$ cat config.mk
export PLATFORM = sky130hd
export DESIGN_NAME = imm_ext_pipe
export DESIGN_NICKNAME = d
export VERILOG_FILES = /design/src/rtl/imm_pkg.sv /design/src/rtl/imm_ext_core.sv /design/src/rtl/imm_ext_pipe.sv
export SDC_FILE = /design/constraint.sdc
export NUM_CORES = 1
export LEC_CHECK = 0
export CAP_MARGIN = 20
export CORE_MARGIN = 4
export CORE_UTILIZATION = 45
export CTS_BUF_LIST = sky130_fd_sc_hd__clkbuf_8
export DETAILED_ROUTE_END_ITERATION = 10
export HOLD_SLACK_MARGIN = 0.1
export PLACE_DENSITY = 0.77
export SETUP_SLACK_MARGIN = 0.02
export SLEW_MARGIN = 40
export SYNTH_ARGS = -nofsm -noshare
export SYNTH_HDL_FRONTEND = slang
export SYNTH_HIERARCHICAL = 1
export SYNTH_SLANG_ARGS = --single-unit
$ cat constraint.sdc
create_clock -name clk -period 1.3 [get_ports clk]
set_input_delay 0.325 -clock clk [delete_from_list [all_inputs] [get_ports clk]]
set_output_delay 0.325 -clock clk [all_outputs]
set_load 0.005 [all_outputs]
$ cat src/rtl/imm_pkg.sv
// Shared immediate-extension mode definitions.
// The ID decoder uses the same type to drive in_mode.
package imm_pkg;

    typedef enum logic [1:0] {
        MODE_ZERO   = 2'd0,
        MODE_SIGN   = 2'd1,
        MODE_UPPER  = 2'd2,
        MODE_BRANCH = 2'd3
    } mode_t;

    localparam int MODE_W = 2;

endpackage

$ cat src/rtl/imm_ext_core.sv
// Combinational immediate extender.
// Implements the zero, sign, upper (LUI) and branch-offset forms.
module imm_ext_core
    import imm_pkg::*;
#(
    parameter int IN_W     = 16,
    parameter int OUT_W    = 32,
    parameter int BR_SHIFT = 2
) (
    input  logic [IN_W-1:0]  i_imm,
    input  mode_t            i_mode,
    output logic [OUT_W-1:0] o_imm
);

    logic [OUT_W-1:0] w_zero;
    logic [OUT_W-1:0] w_sign;
    logic [OUT_W-1:0] w_upper;
    logic [OUT_W-1:0] w_branch;

    assign w_zero   = {{(OUT_W-IN_W){1'b0}}, i_imm};
    assign w_sign   = {{(OUT_W-IN_W){i_imm[IN_W-1]}}, i_imm};
    assign w_upper  = {i_imm, {(OUT_W-IN_W){1'b0}}};
    // Bits shifted past the MSB are dropped.
    assign w_branch = w_sign << BR_SHIFT;

    always_comb begin
        o_imm = w_zero;
        case (i_mode)
            MODE_ZERO:   o_imm = w_zero;
            MODE_SIGN:   o_imm = w_sign;
            MODE_UPPER:  o_imm = w_upper;
            MODE_BRANCH: o_imm = w_branch;
            default:     o_imm = w_zero;
        endcase
    end

endmodule

$ cat src/rtl/imm_ext_pipe.sv
// Registered immediate extender for the ID/EX boundary.
// The valid/ready interface uses a main register plus one skid register.
module imm_ext_pipe
    import imm_pkg::*;
#(
    parameter int IN_W     = 16,
    parameter int OUT_W    = 32,
    parameter int BR_SHIFT = 2,
    parameter int TAG_W    = 8
) (
    input  logic             clk,
    input  logic             reset_n,
    input  logic             flush,
    input  logic             in_valid,
    output logic             in_ready,
    input  logic [IN_W-1:0]  in_imm,
    input  logic [1:0]       in_mode,
    input  logic [TAG_W-1:0] in_tag,
    output logic             out_valid,
    input  logic             out_ready,
    output logic [OUT_W-1:0] out_imm,
    output logic [TAG_W-1:0] out_tag
);

    logic             r_main_valid;
    logic [OUT_W-1:0] r_main_imm;
    logic [TAG_W-1:0] r_main_tag;
    logic             r_skid_valid;
    logic [OUT_W-1:0] r_skid_imm;
    logic [TAG_W-1:0] r_skid_tag;
    logic             r_in_ready;

    logic [OUT_W-1:0] w_ext_imm;
    logic             w_in_xfer;
    logic             w_out_xfer;

    logic             w_main_valid_next;
    logic [OUT_W-1:0] w_main_imm_next;
    logic [TAG_W-1:0] w_main_tag_next;
    logic             w_skid_valid_next;
    logic [OUT_W-1:0] w_skid_imm_next;
    logic [TAG_W-1:0] w_skid_tag_next;

    imm_ext_core #(
        .IN_W     (IN_W),
        .OUT_W    (OUT_W),
        .BR_SHIFT (BR_SHIFT)
    ) u_core (
        .i_imm  (in_imm),
        .i_mode (mode_t'(in_mode)),
        .o_imm  (w_ext_imm)
    );

    assign w_in_xfer  = in_valid && r_in_ready;
    assign w_out_xfer = r_main_valid && out_ready;

    always_comb begin
        w_main_valid_next = r_main_valid;
        w_main_imm_next   = r_main_imm;
        w_main_tag_next   = r_main_tag;
        w_skid_valid_next = r_skid_valid;
        w_skid_imm_next   = r_skid_imm;
        w_skid_tag_next   = r_skid_tag;

        if (!r_main_valid || w_out_xfer) begin
            // The skid entry is always older than any new input.
            if (r_skid_valid) begin
                w_main_valid_next = 1'b1;
                w_main_imm_next   = r_skid_imm;
                w_main_tag_next   = r_skid_tag;
                w_skid_valid_next = 1'b0;
            end else if (w_in_xfer) begin
                w_main_valid_next = 1'b1;
                w_main_imm_next   = w_ext_imm;
                w_main_tag_next   = in_tag;
            end else begin
                w_main_valid_next = 1'b0;
            end
        end else if (w_in_xfer) begin
            w_skid_valid_next = 1'b1;
            w_skid_imm_next   = w_ext_imm;
            w_skid_tag_next   = in_tag;
        end
    end

    always_ff @(posedge clk) begin
        if (!reset_n) begin
            r_main_valid <= 1'b0;
            r_main_imm   <= '0;
            r_main_tag   <= '0;
            r_skid_valid <= 1'b0;
            r_skid_imm   <= '0;
            r_skid_tag   <= '0;
            r_in_ready   <= 1'b1;
        end else if (flush) begin
            r_main_valid <= 1'b0;
            r_skid_valid <= 1'b0;
            r_in_ready   <= 1'b1;
        end else begin
            r_main_valid <= w_main_valid_next;
            r_main_imm   <= w_main_imm_next;
            r_main_tag   <= w_main_tag_next;
            r_skid_valid <= w_skid_valid_next;
            r_skid_imm   <= w_skid_imm_next;
            r_skid_tag   <= w_skid_tag_next;
            r_in_ready   <= !w_skid_valid_next;
        end
    end

    assign in_ready  = r_in_ready;
    assign out_valid = r_main_valid;
    assign out_imm   = r_main_imm;
    assign out_tag   = r_main_tag;

endmodule
==> results.sh <==
export IMPL_vias_per_cell=5.30
export IMPL_synth_seq_cells=83
export IMPL_area_growth_pct=32.1
export IMPL_postCtsHoldBufs=0
export IMPL_core_area_um2=8810
export IMPL_fp_dieW_um=103
export IMPL_placed_area_um2=4990
export IMPL_io_pins=73
export IMPL_fillers=718
export IMPL_yosysSeqAreaShare_pct=40.5
export IMPL_grt_max_degree=54
export IMPL_cp_cell_sequence="buf_6 > nand2b_4 > or3b_4 > buf_12 > mux2i_1"
export IMPL_total_power_mw=5.20
export IMPL_clk_path_buf_depth=2
export IMPL_syn_inst=446
export IMPL_netlist_area_um2=4100
export IMPL_cp_start_kind="flop"
export IMPL_cts_root_buf="clkbuf_8"
export IMPL_worstReg2RegStart="out_valid"
export IMPL_synth_area_leaders="dfxtp_1, mux2i_1, nand2_1"
export IMPL_fin_area_um2=5410
export IMPL_hpwlAfterDp_um=6320
export IMPL_rsz0062_at_grt="yes"
export IMPL_antenna_found_initial=0
export IMPL_slew_viol_final=0
export IMPL_fin_skew_ns=0.0108
export IMPL_grt_pass1_wl_um=15800
export IMPL_synth_cell_types=26
export IMPL_cts_sinks=83
export IMPL_grt_pass1_vias=3270
export IMPL_vdd_drop_max_mv=0.534
export IMPL_multi_input_area_um2=2240
export IMPL_cp_arrival_ns=1.72
export IMPL_rrSetupSlack_ns=-0.15
export IMPL_maxSlewHeadroom_pct=82.0
export IMPL_numCtsBuffers=9
export IMPL_crit_fanout=8
export IMPL_outcome="finished, violations left"
export IMPL_wl_per_cell_um=16.2
export IMPL_cts_tree="done"
export IMPL_hold_path_class="input port to flop"
export IMPL_hold_start="reset_n"
export IMPL_p_per_area_nw_per_um2=960
export IMPL_maxCapViolCount=0
export IMPL_dr_total_vias=3384
export IMPL_layout_drive_gt1_share_pct=25.4
export IMPL_synth_top_cell_area_share_pct=40.5
export IMPL_place_ws_ns=-0.633
export IMPL_drt_iter0_markers=156
export IMPL_track_usage_pct=18.9
export IMPL_setup_viol=57
export IMPL_overflow=0
export IMPL_holdPathStages=3
export IMPL_gp_congestion=0.870
export IMPL_die_y_um=103
export IMPL_endpoint_kind="flop"
export IMPL_slowest_stage="or3b_4"
export IMPL_reg2reg_to="out_imm[0]"
export IMPL_yosysWarnings=6
export IMPL_synth_largest_area_cell="dfxtp_1"
export IMPL_async_flop_share_pct=0
export IMPL_netlist_top_cells_count="nand2_1, dfxtp_1, mux2i_1"
export IMPL_final_util_pct=61.5
export IMPL_avgSynthCellArea_um2=9.19
export IMPL_fin_crit_sh_pct=111
export IMPL_fin_nets=557
export IMPL_initial_utilization_pct=46.5
export IMPL_rows=34
export IMPL_hold_viol=0
export IMPL_min_period_ns=1.45
export IMPL_die_area_um2=10700
export IMPL_min_to="out_imm[24]"
export IMPL_syn_nets=477
export IMPL_clk_pin_slew_ns=0.09
export IMPL_numPortBuffers=72
export IMPL_slowest_delay_ns=0.49
export IMPL_drt_antenna_violating_nets=0
export IMPL_synth_edff_count=0
export IMPL_worst_slew_pin_slew_ns=0.270
export IMPL_drc=0
export IMPL_routed_wirelength_um=10400
export IMPL_fin_ws_ns=-0.148
export IMPL_failed_checks="setup timing"
export IMPL_fmax_mhz=690
export IMPL_cts_htree_levels=3
export IMPL_n_antenna_cell=0
export IMPL_dr_pass1_iters=5
export IMPL_p_leak_nw=2.35
export IMPL_cp_required_ns=1.58
export IMPL_insertion_delay_ns=0.35
export IMPL_fin_tns_setup_ns=-5.69
export IMPL_ys_flop_type="dfxtp_1"
export IMPL_synth_most_common_cell="nand2_1"
export IMPL_seq_area_um2=1700
export IMPL_reg2regPathDepth=5
export IMPL_crit_type="flop to flop"
==> placed cells by master (no fill, tap or decap), types with 2 or more instances in the layout <==
master	Yosys	layout
a21o_1	10	10
a21o_2	4	4
a22o_1	14	14
and2b_2	2	2
buf_12	0	9
buf_16	0	2
buf_4	0	15
buf_6	6	6
clkbuf_16	0	2
clkbuf_8	0	11
clkdlybuf4s15_1	0	30
clkdlybuf4s50_1	0	23
clkinvlp_4	0	3
dfxtp_1	83	54
dfxtp_2	0	29
dlygate4sd2_1	0	17
inv_1	0	2
inv_2	2	2
mux2_2	40	40
mux2i_1	80	79
nand2_1	161	160
==> routing by layer <==
metal,global-route usage [%],vias to the layer above,wire length [um]
li1,-,1654,-
met2,30.9,115,5020
met4,6.47,0,115
met1,24.7,1603,4690
met3,4.16,12,547
met5,0,-,0
==> sequential cells by signal, summed over array words and instances, names as in the netlist <==
register	cells
out_imm	32
r_skid_imm	32
out_tag	8
r_skid_tag	8
in_ready	1
out_valid	1
r_skid_valid	1
==> cell type report <==
cell class / count / area share (%)
well taps: 108 / 2.50
inverters: 2 / 0.139
repair buffers: 105 / 21.2
flip-flops and latches: 83 / 31.4
clock buffers: 11 / 2.80
multi-input cells: 325 / 41.4
clock inverters: 5 / 0.555
==> worst max-delay path: cells and delay by family (launching register included) <==
| kind | cells | cell delay (ns) |
|---|---|---|
| DFF | 1 | 0.33 |
| muxes | 1 | 0.16 |
| buffers and inverters | 2 | 0.31 |
| and+or+nand+nor | 2 | 0.57 |
==> metrics by stage <==
step,hold slack [ns],cells
2_1_floorplan,0.431,446
3_3_place_gp,0.438,611
3_5_place_dp,0.444,611
4_1_cts,0.299,637
5_1_grt,0.318,639
6_report,0.308,639
==> worst max-delay path by stage <==
stage | start | to | slack (ns) | depth (start not counted)
2_1_floorplan | in_imm[15] | out_imm[17] | -0.04 | 7
3_3_place_gp | in_mode[0] | out_imm[16] | -0.60 | 6
3_5_place_dp | in_mode[0] | out_imm[16] | -0.63 | 6
4_1_cts | out_valid | out_imm[28] | -0.22 | 6
5_1_grt | out_valid | out_imm[18] | -0.19 | 5
6_report | out_valid | out_imm[0] | -0.15 | 5
==> logic make-up after synthesis <==
logic type / share of synthesized area, %
buffers and inverters: 5.62
DFF: 40.5
AOI/OAI and AO/OA: 6.44
muxes: 30.8
and+or+nand+nor: 16.6
==> power breakdown <==
group	internal (mW)	total (mW)	switching, mW	leakage (nW)
clock network	0.786	1.73	0.945	0.0902
registers	2.61	2.65	0.0335	0.685
logic	0.434	0.820	0.386	1.58
==> repair_timing <==
action,4_1_cts,5_1_grt
pin swaps,1,1
hold endpoints to repair,0,0
gates resized for setup,82,51
gates cloned,5,3
buffers inserted,5,2
setup endpoints to repair,122,112
(Power assumes the default switching activity.)
